### config.mk
export PLATFORM = sky130hd
export DESIGN_NAME = ex_div_flat
export DESIGN_NICKNAME = d
export VERILOG_FILES = /design/src/rtl/ex_div_pkg.sv /design/src/rtl/ex_div_if.sv /design/src/rtl/ex_div.sv /design/src/flat_wrapper.sv
export SDC_FILE = /design/constraint.sdc
export NUM_CORES = 1
export LEC_CHECK = 0
export CAP_MARGIN = 30
export CORE_MARGIN = 2
export CORE_UTILIZATION = 35
export DETAILED_ROUTE_END_ITERATION = 6
export PLACE_DENSITY = 0.57
export SYNTH_ARGS = -nofsm -noshare
export SYNTH_HDL_FRONTEND = slang
export SYNTH_SLANG_ARGS = --single-unit
### constraint.sdc
create_clock -name clk -period 3.9 [get_ports clk]
set_clock_uncertainty 0.1 [all_clocks]
set_input_delay 0.78 -clock clk [delete_from_list [all_inputs] [get_ports clk]]
set_output_delay 0.78 -clock clk [all_outputs]
set_load 0.01 [all_outputs]
### src/rtl/ex_div_pkg.sv
// Shared constants and helpers for the EX-stage divider.
// Optional feature macro: DIV_ZERO_FLAG_EN (adds the divzero_o flag).
package ex_div_pkg;

    localparam int unsigned RegBus       = 32;
    localparam int unsigned DoubleRegBus = 64;

    // FSM state encodings (legacy define.v values)
    localparam logic [1:0] DivFree   = 2'b00;
    localparam logic [1:0] DivByZero = 2'b01;
    localparam logic [1:0] DivOn     = 2'b10;
    localparam logic [1:0] DivEnd    = 2'b11;

    localparam logic DivResultReady    = 1'b1;
    localparam logic DivResultNotReady = 1'b0;
    localparam logic DivStart          = 1'b1;
    localparam logic DivStop           = 1'b0;

    function automatic logic [RegBus-1:0] neg32(input logic [RegBus-1:0] v);
        return ~v + 32'd1;
    endfunction

    // Magnitude of an operand; only negative values in signed mode are negated
    function automatic logic [RegBus-1:0] abs_op(input logic is_signed, input logic [RegBus-1:0] v);
        return (is_signed && v[RegBus-1]) ? neg32(v) : v;
    endfunction

endpackage

### src/rtl/ex_div_if.sv
// EX <-> divider start/ready handshake bundle.
// Optional feature macro: DIV_ZERO_FLAG_EN (adds divzero_o).
interface ex_div_if;
    import ex_div_pkg::*;

    logic                    signed_div_i;
    logic [RegBus-1:0]       opdata1_i;
    logic [RegBus-1:0]       opdata2_i;
    logic                    start_i;
    logic                    annul_i;
    logic [DoubleRegBus-1:0] result_o;
    logic                    ready_o;
`ifdef DIV_ZERO_FLAG_EN
    logic                    divzero_o;
`endif

    // EX stage side
    modport master (
        output signed_div_i, opdata1_i, opdata2_i, start_i, annul_i,
`ifdef DIV_ZERO_FLAG_EN
        input  divzero_o,
`endif
        input  result_o, ready_o
    );

    // Divider side
    modport slave (
        input  signed_div_i, opdata1_i, opdata2_i, start_i, annul_i,
`ifdef DIV_ZERO_FLAG_EN
        output divzero_o,
`endif
        output result_o, ready_o
    );

endinterface

### src/rtl/ex_div.sv
// Multi-cycle 32-bit restoring divider (1 quotient bit per cycle) for the EX stage.
// Returns {remainder, quotient} for DIV (signed) and DIVU (unsigned).
// Optional feature macro: DIV_ZERO_FLAG_EN (drives divzero_o on a zero divisor).
module ex_div
    import ex_div_pkg::*;
(
    input  logic     clk,
    input  logic     rst,
    ex_div_if.slave  ex
);

    logic [1:0]              state_q,    state_d;
    logic [5:0]              cnt_q,      cnt_d;
    logic [64:0]             dividend_q, dividend_d;
    logic [RegBus-1:0]       divisor_q,  divisor_d;
    logic                    op1_neg_q,  op1_neg_d;
    logic                    op2_neg_q,  op2_neg_d;
    logic [DoubleRegBus-1:0] result_q,   result_d;
    logic                    ready_q,    ready_d;
`ifdef DIV_ZERO_FLAG_EN
    logic                    divzero_q,  divzero_d;
`endif

    logic [32:0]             diff;
    logic [RegBus-1:0]       quot;
    logic [RegBus-1:0]       rem;

    // Next-state, trial subtract and result sign fix-up
    always_comb begin
        state_d    = state_q;
        cnt_d      = cnt_q;
        dividend_d = dividend_q;
        divisor_d  = divisor_q;
        op1_neg_d  = op1_neg_q;
        op2_neg_d  = op2_neg_q;
        result_d   = result_q;
        ready_d    = ready_q;
`ifdef DIV_ZERO_FLAG_EN
        divzero_d  = divzero_q;
`endif
        diff = dividend_q[64:32] - {1'b0, divisor_q};
        quot = dividend_q[31:0];
        rem  = dividend_q[64:33];

        case (state_q)
            DivFree: begin
                ready_d  = DivResultNotReady;
                result_d = '0;
                if (ex.start_i == DivStart && !ex.annul_i) begin
                    if (ex.opdata2_i == '0) begin
                        state_d = DivByZero;
                    end else begin
                        state_d    = DivOn;
                        cnt_d      = '0;
                        op1_neg_d  = ex.signed_div_i & ex.opdata1_i[RegBus-1];
                        op2_neg_d  = ex.signed_div_i & ex.opdata2_i[RegBus-1];
                        divisor_d  = abs_op(ex.signed_div_i, ex.opdata2_i);
                        dividend_d = {32'b0, abs_op(ex.signed_div_i, ex.opdata1_i), 1'b0};
                    end
                end
            end
            DivByZero: begin
                state_d    = DivEnd;
                dividend_d = '0;
                result_d   = '0;
                ready_d    = DivResultReady;
`ifdef DIV_ZERO_FLAG_EN
                divzero_d  = 1'b1;
`endif
            end
            DivOn: begin
                if (ex.annul_i) begin
                    state_d  = DivFree;
                    ready_d  = DivResultNotReady;
                    result_d = '0;
                end else if (cnt_q != 6'd32) begin
                    // Partial remainder sits in [64:33]; quotient bits enter at [0]
                    if (diff[32]) begin
                        dividend_d = {dividend_q[63:0], 1'b0};
                    end else begin
                        dividend_d = {diff[31:0], dividend_q[31:0], 1'b1};
                    end
                    cnt_d = cnt_q + 6'd1;
                end else begin
                    if (op1_neg_q ^ op2_neg_q) begin
                        quot = neg32(dividend_q[31:0]);
                    end
                    if (op1_neg_q) begin
                        rem = neg32(dividend_q[64:33]);
                    end
                    result_d = {rem, quot};
                    ready_d  = DivResultReady;
                    state_d  = DivEnd;
                end
            end
            default: begin // DivEnd
                if (ex.start_i == DivStop) begin
                    state_d   = DivFree;
                    ready_d   = DivResultNotReady;
                    result_d  = '0;
`ifdef DIV_ZERO_FLAG_EN
                    divzero_d = 1'b0;
`endif
                end
            end
        endcase
    end

    // State and datapath registers, cleared asynchronously
    always_ff @(posedge clk or negedge rst) begin
        if (!rst) begin
            state_q    <= DivFree;
            cnt_q      <= '0;
            dividend_q <= '0;
            divisor_q  <= '0;
            op1_neg_q  <= 1'b0;
            op2_neg_q  <= 1'b0;
            result_q   <= '0;
            ready_q    <= DivResultNotReady;
`ifdef DIV_ZERO_FLAG_EN
            divzero_q  <= 1'b0;
`endif
        end else begin
            state_q    <= state_d;
            cnt_q      <= cnt_d;
            dividend_q <= dividend_d;
            divisor_q  <= divisor_d;
            op1_neg_q  <= op1_neg_d;
            op2_neg_q  <= op2_neg_d;
            result_q   <= result_d;
            ready_q    <= ready_d;
`ifdef DIV_ZERO_FLAG_EN
            divzero_q  <= divzero_d;
`endif
        end
    end

    assign ex.result_o = result_q;
    assign ex.ready_o  = ready_q;
`ifdef DIV_ZERO_FLAG_EN
    assign ex.divzero_o = divzero_q;
`endif

endmodule

### src/flat_wrapper.sv
// flat-port wrapper written by rule: the top's interface ports become plain ports
module ex_div_flat import ex_div_pkg::*;
  (clk, rst, ex_signed_div_i, ex_opdata1_i, ex_opdata2_i, ex_start_i, ex_annul_i, ex_result_o, ex_ready_o);
  ex_div_if ex_i ();
  input  logic clk;
  input  logic rst;
  input wire logic [$bits(ex_i.signed_div_i)-1:0] ex_signed_div_i;
  input wire logic [$bits(ex_i.opdata1_i)-1:0] ex_opdata1_i;
  input wire logic [$bits(ex_i.opdata2_i)-1:0] ex_opdata2_i;
  input wire logic [$bits(ex_i.start_i)-1:0] ex_start_i;
  input wire logic [$bits(ex_i.annul_i)-1:0] ex_annul_i;
  output wire logic [$bits(ex_i.result_o)-1:0] ex_result_o;
  output wire logic [$bits(ex_i.ready_o)-1:0] ex_ready_o;
  assign ex_i.signed_div_i = ex_signed_div_i;
  assign ex_i.opdata1_i = ex_opdata1_i;
  assign ex_i.opdata2_i = ex_opdata2_i;
  assign ex_i.start_i = ex_start_i;
  assign ex_i.annul_i = ex_annul_i;
  assign ex_result_o = ex_i.result_o;
  assign ex_ready_o = ex_i.ready_o;
  ex_div u_core (.clk(clk), .rst(rst), .ex(ex_i));
endmodule
==> run_results.csv <==
group,metric,value,unit
status,outcome,"completed",
drt,drcViolationCount,0,
timing,period_minus_slack,3.63,ns
timing,slew_headroom,0.274,
setup_path,timing.rr.start,"u_core.dividend_q[43]",
setup_path,worst_ep_arrival_time,3.91,ns
drt,drt_pass1_iterations,5,
global_route,antenna_found_initial,0,
clock_tree,cts_setup_buffers,0,
timing,finalHoldViolations,0,
die,core,33500,um^2
cells_and_area,nFillCells,3358,
clock_tree,root_buffer,"clkbuf_16",
clock_tree,numCtsBuffers,17,
synth,syn_nets,1532,
clock_tree,cts-htree-levels,4,
placed_design,routabilityCongestion,0.888,
drt,viasPerCell,5.44,
synth,netlist_area,11900,um^2
clock_tree,cts_tree,"yes",
timing,tightest_slew,1.09,ns
timing,fin_tns_setup,0,ns
setup_path,crit_start,"u_core.dividend_q[43]",
clock_tree,cts_num_sinks,172,
clock_tree,max-clock-path-buffers,2,
timing,slew_violations,0,
synth,ys_top_cells_by_area,"dfrtp_1 36%, nand2_1 6.3%, xor2_1 5.1%, xnor2_1 5.0%, ha_1 4.4%",
global_route,grt_pass1_wl,56.1,mm
cells_and_area,finalCoreUtilization,0.430,
cells_and_area,layout.nets,1646,
setup_path,rr_worst_depth,10,
die,rows,67,
flow_run,cap_violations,0,
synth,post_synth.cell_area_avg,8.40,um^2
synth,ys_types,78,
synth,synth-edff-count,0,
die,die_h,189,um
power,p_leak,6.22,nW
drt,vias,10900,
die,die_w,189,um
synth,async_flop_share,1.00,
drt,routed_wirelength,34.6,mm
setup_path,path_class,"reg2reg",
placed_design,port-buffer-count,133,
placed_design,place_ws,0.183,ns
synth,yosys_warnings,0,
cells_and_area,multi_input_area,7000,um^2
placed_design,dp_hpwl,26.1,mm
global_route,grt_max_degree,85,
global_route,grt_use_total,0.196,
power,ir_drop,0.000361,V
synth,ys_seq_area_frac,0.361,
worst_hold_path,hold_path_class,"in2async",
synth,syn_inst,1420,
cells_and_area,drive_above_1_share,0.0686,
cells_and_area,synthToLayoutAreaGrowth,21.1,%
power,power_per_cell_area,619,nW/um^2
clock_tree,cts-resized-gates,0,
setup_path,r2r_slack,0.27,ns
clock_tree,cts_hold_buffers,0,
clock_tree,clk_pin_slew,0.07,ns
setup_path,worst_ep_required_time,4.19,ns
timing,post-route-period-util,0.930,
global_route,grt_pass1_vias,10300,
drt,wire_per_inst,17.4,um
setup_path,crit_end,"u_core.dividend_q[59]",
die,die-area,35600,um^2
cells_and_area,regArea,4300,um^2
die,boundaryPins,134,
timing,setup_viol,0,
global_route,grt_overflow,0,
setup_path,path_max_fanout,10,
drt,postRouteAntennaNets,0,
setup_path,crit_path_end_kind,"register",
setup_path,crit_path_start_kind,"register",
setup_path,reg2reg_to,"u_core.dividend_q[59]",
die,initial_core_util,0.356,
synth,synth_top_cell_area_share,0.361,
drt,drt_iter0_markers,859,
timing,worst_slack,0.273,ns
synth,ys_ff_latch,172,
synth,synth_ff_type,"dfrtp_1",
cells_and_area,antenna_cells,0,
power,fin_total_pwr,8.94,mW
timing,rsz0062_at_grt,"false",
synth,yosysTopAreaCell,"dfrtp_1",
clock_tree,clock_latency,0.44,ns
timing,fmax,276,MHz
-- critical path, cell delays in order (launching register included) --
cell,delay (ns)
dfrtp_1,0.42
ha_1,0.44
a2111oi_0,0.41
o21ai_0,0.26
nand3_1,0.13
nand2_1,0.18
o211ai_1,0.41
a21oi_1,0.26
buf_4,0.24
nor4b_1,0.50
a221o_1,0.22
-- synth_stat cells (8+ instances only) --
cell type,instances
clkbuf_1,57
a21o_1,21
o211ai_1,39
nand4_1,18
nand2_1,199
or3_1,10
ha_1,42
xnor2_1,68
a221oi_1,8
a211oi_1,8
and3_1,17
nand3_1,26
buf_1,8
o21ai_0,95
nor2_1,85
xor2_1,70
nor3_1,25
buf_2,12
o311ai_1,11
o41ai_1,15
dfrtp_1,172
a22oi_1,22
nor2b_1,9
o31ai_1,33
a21oi_1,90
o21a_1,10
and2_1,10
a31oi_1,12
o21ai_1,32
nor4_1,14
inv_1,69
-- area by class of cell --
class                      instances  area share
multi-input combinational       1096       0.485
sequential                       172       0.298
timing repair buffer             177       0.119
tap                              448      0.0388
clock buffer                      18      0.0304
inverter                          70      0.0182
clock inverter                    13      0.0108
-- metrics by stage --
stage / hold WS [ns] / cell area, um^2 / cells
2_1_floorplan: 0.350 / 11900 / 1420
3_3_place_gp: 0.361 / 13800 / 1963
3_5_place_dp: 0.370 / 13800 / 1963
4_1_cts: 0.258 / 14400 / 1994
5_1_grt: 0.265 / 14400 / 1994
6_report: 0.208 / 14400 / 1994
-- state kept, by name, indices dropped and copies added, names as in the netlist --
name                count
u_core.cnt_q            6
u_core.dividend_q      65
u_core.divisor_q       32
u_core.ex.ready_o       1
u_core.ex.result_o     64
u_core.op1_neg_q        1
u_core.op2_neg_q        1
u_core.state_q          2
-- placed cells by master (no fill, tap or decap), types with 14 or more instances in the layout --
cell type / instances
ha_1: 42
o21ai_1: 32
nand2_1: 199
xnor2_1: 68
o21ai_0: 95
nand3_1: 26
nor4_1: 14
a22oi_1: 22
nor3_1: 24
and3_1: 17
a21oi_1: 90
clkbuf_16: 17
nand4_1: 18
buf_4: 40
a21o_1: 21
nor2_1: 84
clkdlybuf4s50_1: 132
o31ai_1: 33
o211ai_1: 39
inv_1: 69
dfrtp_1: 172
xor2_1: 70
o41ai_1: 14
-- how the worst min path moves through the flow --
stage                           startpoint                     end  slack (ns)  cells past startpoint
detailed placement  u_core.ex.result_o[46]  u_core.ex.result_o[46]        0.37                      2
finish                                 rst    u_core.divisor_q[13]        0.21                      1
CTS                                    rst    u_core.divisor_q[13]        0.26                      1
floorplan             u_core.divisor_q[21]    u_core.divisor_q[21]        0.35                      2
global route                           rst     u_core.divisor_q[9]        0.27                      1
global placement     u_core.ex.result_o[2]   u_core.ex.result_o[2]        0.36                      2
-- power by group --
part / switching, mW / total (mW) / internal [mW]
Sequential: 0.476 / 2.77 / 2.29
Clock: 0.789 / 1.77 / 0.977
Combinational: 2.68 / 4.40 / 1.73
-- logic make-up after synthesis --
logic type,synth area share
buffers and inverters,0.0542
muxes,0.00420
and+or+nand+nor,0.189
xor gates and xnor gates,0.101
DFF,0.361
AOI/OAI and AO/OA,0.245
adders and majority gates,0.0458
-- metal layers --
metal  GRT usage  up-vias  routed length [um]
li1            -     5362                   -
met1       0.298     5174               17600
met2       0.284      282               14600
met3      0.0341       33                1940
met4      0.0517        0                 526
met5           0        -                   0
(Power assumes the default switching activity.)
